## config.mk

```make
export PLATFORM = sky130hd
export DESIGN_NAME = serial_subtractor
export DESIGN_NICKNAME = d
export VERILOG_FILES = /design/src/rtl/serial_subtractor.sv
export SDC_FILE = /design/constraint.sdc
export NUM_CORES = 1
export LEC_CHECK = 0
export ABC_AREA = 1
export CORE_MARGIN = 8
export CORE_UTILIZATION = 40
export DETAILED_ROUTE_END_ITERATION = 8
export DONT_BUFFER_PORTS = 1
export PLACE_DENSITY_LB_ADDON = 0.2
export SLEW_MARGIN = 20
export SYNTH_ARGS = -nofsm -noshare
export SYNTH_HDL_FRONTEND = slang
export SYNTH_SLANG_ARGS = --single-unit
```

## constraint.sdc

```tcl
create_clock -name clk -period 1.6 [get_ports clk]
set_input_delay 0.08 -clock clk [delete_from_list [all_inputs] [get_ports clk]]
set_output_delay 0.08 -clock clk [all_outputs]
set_load 0.005 [all_outputs]
```

## src/rtl/serial_subtractor.sv

```systemverilog
// Bit-serial subtractor: diff = a - b - bin (mod 2^WIDTH), LSB first, one bit per clock.
// Latency WIDTH cycles from accepted start to done; start is ignored while busy.
// Optional signed overflow output when SERIAL_SUB_OVF_EN is defined.
module serial_subtractor #(
    parameter int WIDTH = 8
) (
    input  logic             clk,
    input  logic             rst,
    input  logic             start,
    input  logic [WIDTH-1:0] a,
    input  logic [WIDTH-1:0] b,
    input  logic             bin,
    output logic             busy,
    output logic             done,
    output logic [WIDTH-1:0] diff,
    output logic             bout
`ifdef SERIAL_SUB_OVF_EN
    ,
    output logic             ovf
`endif
);

    localparam int CW = $clog2(WIDTH + 1);
    localparam logic [CW-1:0] LAST_BIT = CW'(WIDTH - 1);

    typedef enum logic [1:0] {
        IDLE = 2'd0,
        RUN  = 2'd1,
        DONE = 2'd2
    } state_t;

    state_t           state_q, state_d;
    logic [WIDTH-1:0] a_sr_q, a_sr_d;
    logic [WIDTH-1:0] b_sr_q, b_sr_d;
    logic [WIDTH-1:0] res_q, res_d;
    logic             br_q, br_d;
    logic [CW-1:0]    cnt_q, cnt_d;
    logic [WIDTH-1:0] diff_q, diff_d;
    logic             bout_q, bout_d;
    logic             ovf_q, ovf_d;

    logic             x_bit, y_bit, d_bit, br_nxt;

    always_comb begin
        x_bit  = a_sr_q[0];
        y_bit  = b_sr_q[0];
        d_bit  = x_bit ^ y_bit ^ br_q;
        br_nxt = (~x_bit & y_bit) | (~(x_bit ^ y_bit) & br_q);
    end

    always_comb begin
        state_d = state_q;
        a_sr_d  = a_sr_q;
        b_sr_d  = b_sr_q;
        res_d   = res_q;
        br_d    = br_q;
        cnt_d   = cnt_q;
        diff_d  = diff_q;
        bout_d  = bout_q;
        ovf_d   = ovf_q;
        case (state_q)
            IDLE: begin
                if (start) begin
                    a_sr_d  = a;
                    b_sr_d  = b;
                    br_d    = bin;
                    cnt_d   = '0;
                    state_d = RUN;
                end
            end
            RUN: begin
                a_sr_d = {1'b0, a_sr_q[WIDTH-1:1]};
                b_sr_d = {1'b0, b_sr_q[WIDTH-1:1]};
                res_d  = {d_bit, res_q[WIDTH-1:1]};
                br_d   = br_nxt;
                cnt_d  = cnt_q + CW'(1);
                if (cnt_q == LAST_BIT) begin
                    // Last bit: br_q is the borrow into the MSB, br_nxt the borrow out.
                    diff_d  = {d_bit, res_q[WIDTH-1:1]};
                    bout_d  = br_nxt;
                    ovf_d   = br_q ^ br_nxt;
                    state_d = DONE;
                end
            end
            DONE: begin
                state_d = IDLE;
            end
            default: begin
                state_d = IDLE;
            end
        endcase
    end

    always_ff @(posedge clk) begin
        if (rst) begin
            state_q <= IDLE;
            a_sr_q  <= '0;
            b_sr_q  <= '0;
            res_q   <= '0;
            br_q    <= 1'b0;
            cnt_q   <= '0;
            diff_q  <= '0;
            bout_q  <= 1'b0;
            ovf_q   <= 1'b0;
        end else begin
            state_q <= state_d;
            a_sr_q  <= a_sr_d;
            b_sr_q  <= b_sr_d;
            res_q   <= res_d;
            br_q    <= br_d;
            cnt_q   <= cnt_d;
            diff_q  <= diff_d;
            bout_q  <= bout_d;
            ovf_q   <= ovf_d;
        end
    end

    assign busy = (state_q != IDLE);
    assign done = (state_q == DONE);
    assign diff = diff_q;
    assign bout = bout_q;

`ifdef SERIAL_SUB_OVF_EN
    assign ovf = ovf_q;
`else
    logic unused_ovf;
    assign unused_ovf = ovf_q;
`endif

endmodule

```

==> run_summary.xml <==
<?xml version="1.0" encoding="UTF-8"?>
<metrics>
  <group name="power_and_ir_drop">
    <metric name="p_leak" unit="nW">0.905</metric>
    <metric name="ir_drop" unit="µV">662</metric>
    <metric name="combPwrFrac" unit="%">12.7</metric>
    <metric name="seqPwrFrac" unit="%">51.2</metric>
    <metric name="switching_share" unit="%">25.3</metric>
    <metric name="p_sw" unit="mW">0.514</metric>
    <metric name="powerDensity" unit="nW/µm²">1020</metric>
    <metric name="power.share.clock" unit="%">36.1</metric>
    <metric name="internal-power" unit="mW">1.52</metric>
  </group>
  <group name="floorplanning">
    <metric name="die-height" unit="µm">82.3</metric>
    <metric name="die_span_x" unit="µm">82.3</metric>
    <metric name="floorplan.io_pins" unit="">31</metric>
    <metric name="design.die.area" unit="µm²">6770</metric>
    <metric name="floorplan.core_area" unit="µm²">4290</metric>
    <metric name="floorplan.initialDensity" unit="%">40.9</metric>
    <metric name="row_count" unit="">24</metric>
  </group>
  <group name="timing">
    <metric name="period_minus_ws_final" unit="ns">1.48</metric>
    <metric name="period_share" unit="%">92.8</metric>
    <metric name="max_clock_freq" unit="GHz">0.674</metric>
    <metric name="maxSlewViolCount" unit="">0</metric>
    <metric name="worst_pin_slew" unit="ns">0.573</metric>
    <metric name="skew" unit="ns">0.00322</metric>
    <metric name="tns" unit="ns">0</metric>
    <metric name="rsz0062_at_grt" unit="">no</metric>
    <metric name="worst_slew_margin_rel" unit="%">61.6</metric>
    <metric name="setup-violations-final" unit="">0</metric>
    <metric name="timing.final.hold_violations" unit="">0</metric>
  </group>
  <group name="final_layout">
    <metric name="final_cell_count_no_fill" unit="">323</metric>
    <metric name="area_taken_by_flip_flops_and_latches" unit="µm²">782</metric>
    <metric name="layout-area-overhead-vs-synth" unit="%">13.8</metric>
    <metric name="finish.net_count" unit="">292</metric>
    <metric name="count_of_antenna_diodes_in_the_layout" unit="">0</metric>
    <metric name="area_of_the_multi_input_gates" unit="µm²">768</metric>
    <metric name="n_fill_cell" unit="">451</metric>
    <metric name="post_route_cells_drive_above_1_share" unit="%">11.1</metric>
  </group>
  <group name="routing">
    <metric name="route.vias.total" unit="">1557</metric>
    <metric name="detail_route.vias_per_cell" unit="">4.82</metric>
    <metric name="detailed_route_wire_length_per_cell" unit="µm">12.1</metric>
    <metric name="drt_pass1_iterations" unit="">4</metric>
    <metric name="antenna_violating_nets_post_route" unit="">0</metric>
    <metric name="drcViolationCount" unit="">0</metric>
    <metric name="wirelength" unit="µm">3920</metric>
    <metric name="drt_iter0_drc" unit="">96</metric>
  </group>
  <group name="clock_tree">
    <metric name="htree_levels" unit="">2</metric>
    <metric name="numCtsBuffers" unit="">5</metric>
    <metric name="tritoncts_clock_tree" unit="">done</metric>
    <metric name="clock_tree.buffer_depth" unit="">2</metric>
    <metric name="clock_tree.root_cell" unit="">sky130_fd_sc_hd__clkbuf_8</metric>
    <metric name="tritoncts_num_sinks" unit="">39</metric>
    <metric name="insertion_delay" unit="ns">0.29</metric>
    <metric name="clk_pin_slew" unit="ns">0.07</metric>
  </group>
  <group name="synth">
    <metric name="synth_largest_area_cell" unit="">sky130_fd_sc_hd__dfxtp_1</metric>
    <metric name="syn-instance-count" unit="">256</metric>
    <metric name="synth.area.top_cells" unit="">sky130_fd_sc_hd__dfxtp_1, sky130_fd_sc_hd__nand2_1, sky130_fd_sc_hd__nor2_1, sky130_fd_sc_hd__nand3_1, sky130_fd_sc_hd__inv_1</metric>
    <metric name="yosys.cell_types.count" unit="">20</metric>
    <metric name="syn-cell-area" unit="µm²">1760</metric>
    <metric name="yosysWarningCount" unit="">0</metric>
    <metric name="ys_ff_latch" unit="">39</metric>
    <metric name="ys_dominant_reg_cell" unit="">sky130_fd_sc_hd__dfxtp_1</metric>
    <metric name="syn_avg_cell_area" unit="µm²">6.86</metric>
    <metric name="synth_top_cell_area_share" unit="%">44.4</metric>
    <metric name="async_reset_ff_share" unit="%">0</metric>
    <metric name="yosys.cell_count.top_type" unit="">sky130_fd_sc_hd__nand2_1</metric>
    <metric name="synth_enable_flop_cells" unit="">0</metric>
    <metric name="synth-seq-area-share" unit="%">44.4</metric>
    <metric name="yosys-top-cells-count" unit="">sky130_fd_sc_hd__nand2_1, sky130_fd_sc_hd__nor2_1, sky130_fd_sc_hd__dfxtp_1</metric>
    <metric name="synth_fp_nets" unit="">278</metric>
  </group>
  <group name="global_route">
    <metric name="grtUsageMet3" unit="%">4.00</metric>
    <metric name="grt_max_degree" unit="">20</metric>
    <metric name="grt_antenna_before_repair" unit="">0</metric>
    <metric name="first_pass_grt_wire_length" unit="µm">6580</metric>
    <metric name="grt_usage" unit="%">12.4</metric>
    <metric name="use_met2" unit="%">20.9</metric>
    <metric name="global_route_met1_usage" unit="%">14.2</metric>
    <metric name="globalRoute.busiestLayer" unit="">met2</metric>
    <metric name="grt_pass1_vias" unit="">1518</metric>
    <metric name="grt-ovfl-total" unit="">0</metric>
  </group>
  <group name="worst_setup_path">
    <metric name="critical_path.slowest_cell" unit="">sky130_fd_sc_hd__dlygate4sd3_1</metric>
    <metric name="critical_path.startpoint_type" unit="">flop</metric>
    <metric name="critical_path_class" unit="">reg2reg</metric>
    <metric name="worst_path_largest_cell_delay" unit="ns">0.58</metric>
    <metric name="critical_path.max_fanout" unit="">11</metric>
    <metric name="wp_data_required" unit="ns">1.78</metric>
    <metric name="setup.worst_path.end_class" unit="">flop</metric>
    <metric name="arrival" unit="ns">1.66</metric>
    <metric name="timing.critical_path.cells" unit="">nand2_2 &gt; buf_6 &gt; nand3_1 &gt; a21oi_1 &gt; dlygate4sd3_1</metric>
  </group>
  <group name="placed_design">
    <metric name="gp_congestion" unit="">0.731</metric>
    <metric name="dp_hpwl" unit="µm">2630</metric>
    <metric name="port_buffers" unit="">0</metric>
    <metric name="dp.cells" unit="">304</metric>
  </group>
  <group name="outcome">
    <metric name="run_status" unit="">finished, final reports clean</metric>
  </group>
  <group name="min_path">
    <metric name="hold_class" unit="">in2reg</metric>
  </group>
  <group name="flow_run">
    <metric name="drv_cap" unit="">0</metric>
  </group>
</metrics>
[path summary, 6_finish.rpt]
kind                    from        end  slack [ns]  depth (start not counted)
setup / recovery  state_q[0]  b_sr_q[7]        0.12                          5
hold / removal           rst  b_sr_q[2]        0.03                          3
setup reg to reg  state_q[0]  b_sr_q[7]        0.12                          5
hold reg to reg     res_q[4]   res_q[4]        0.45                          2
[per-layer routing]
metal | part of all wire, % | up-vias
met1 | 47 | 704
met3 | 5.9 | 6
met5 | 0 | -
li1 | - | 816
met2 | 46 | 31
met4 | 1.7 | 0
[logic make-up (layout without fill, tap and decap cells)]
| family | after synthesis | count (layout) | synth area share (%) |
|---|---|---|---|
| and+or+nand+nor | 149 | 149 | 35.6 |
| buffers and inverters | 44 | 59 | 11.8 |
| DFF | 39 | 39 | 44.4 |
| adders and majority gates | 2 | 2 | 1.85 |
| AOI/OAI and AO/OA | 22 | 22 | 6.27 |
[state kept, by name, indices dropped and copies added, names as in the netlist]
| signal | flops |
|---|---|
| a_sr_q | 8 |
| b_sr_q | 8 |
| bout | 1 |
| br_q | 1 |
| cnt_q | 4 |
| diff | 8 |
| res_q | 7 |
| state_q | 2 |
[worst max-delay path: cells and delay by family, from the launching register on]
kind,cells,cell delay (ns)
AO/OA/AOI/OAI,1,0.06
buffers and inverters,2,0.73
flip-flops,1,0.41
AND/OR/NAND/NOR,2,0.17
[per-stage QoR]
stage | hold WS (ns) | setup WS [ns] | area (µm²) | util (%) | power (mW)
finish | 0.0295 | 0.116 | 2000 | 46.6 | 2.03
detailed placement | 0.154 | 0.256 | 1790 | 41.8 | 1.29
CTS | 0.0247 | 0.0503 | 1930 | 45.0 | 2.02
floorplan | 0.149 | 0.417 | 1760 | - | 1.25
global route | 0.0411 | 0.00681 | 2000 | 46.6 | 2.13
global placement | 0.152 | 0.251 | 1790 | 41.8 | 1.28
[placed cells by master (no fill, tap or decap), drive strengths merged]
cell type and count:
nand3 36, dlygate4sd3 4, clkbuf 8, fa 1, nor2 53, o21ai 9, inv 32, dfxtp 39
buf 15, nor3 1, ha 1, a21oi 13, nand2 59
[power groups by stage]
stage	sequential (mW)	clock, mW	combinational, mW
floorplan	1.06	0	0.195
finish	1.04	0.733	0.257
detailed placement	1.06	0	0.222
CTS	1.04	0.747	0.237
global route	1.05	0.786	0.298
global placement	1.06	0	0.220
[final cells by class]
cell class                 count  area share [%]
clock buffer                   8            5.01
inverter                      32            6.01
multi-input combinational    173            38.4
sequential                    39            39.1
tap                           52            3.25
timing repair buffer          19            8.20
[what timing repair did]
action / in CTS / in global routing
hold buffers: 4 / 0
hold endpoints to repair: 14 / 0
gates resized for setup: 0 / 5
setup buffers: 0 / 7
setup endpoints to repair: 0 / 1
Note: power is estimated with default switching activity, not from simulation.
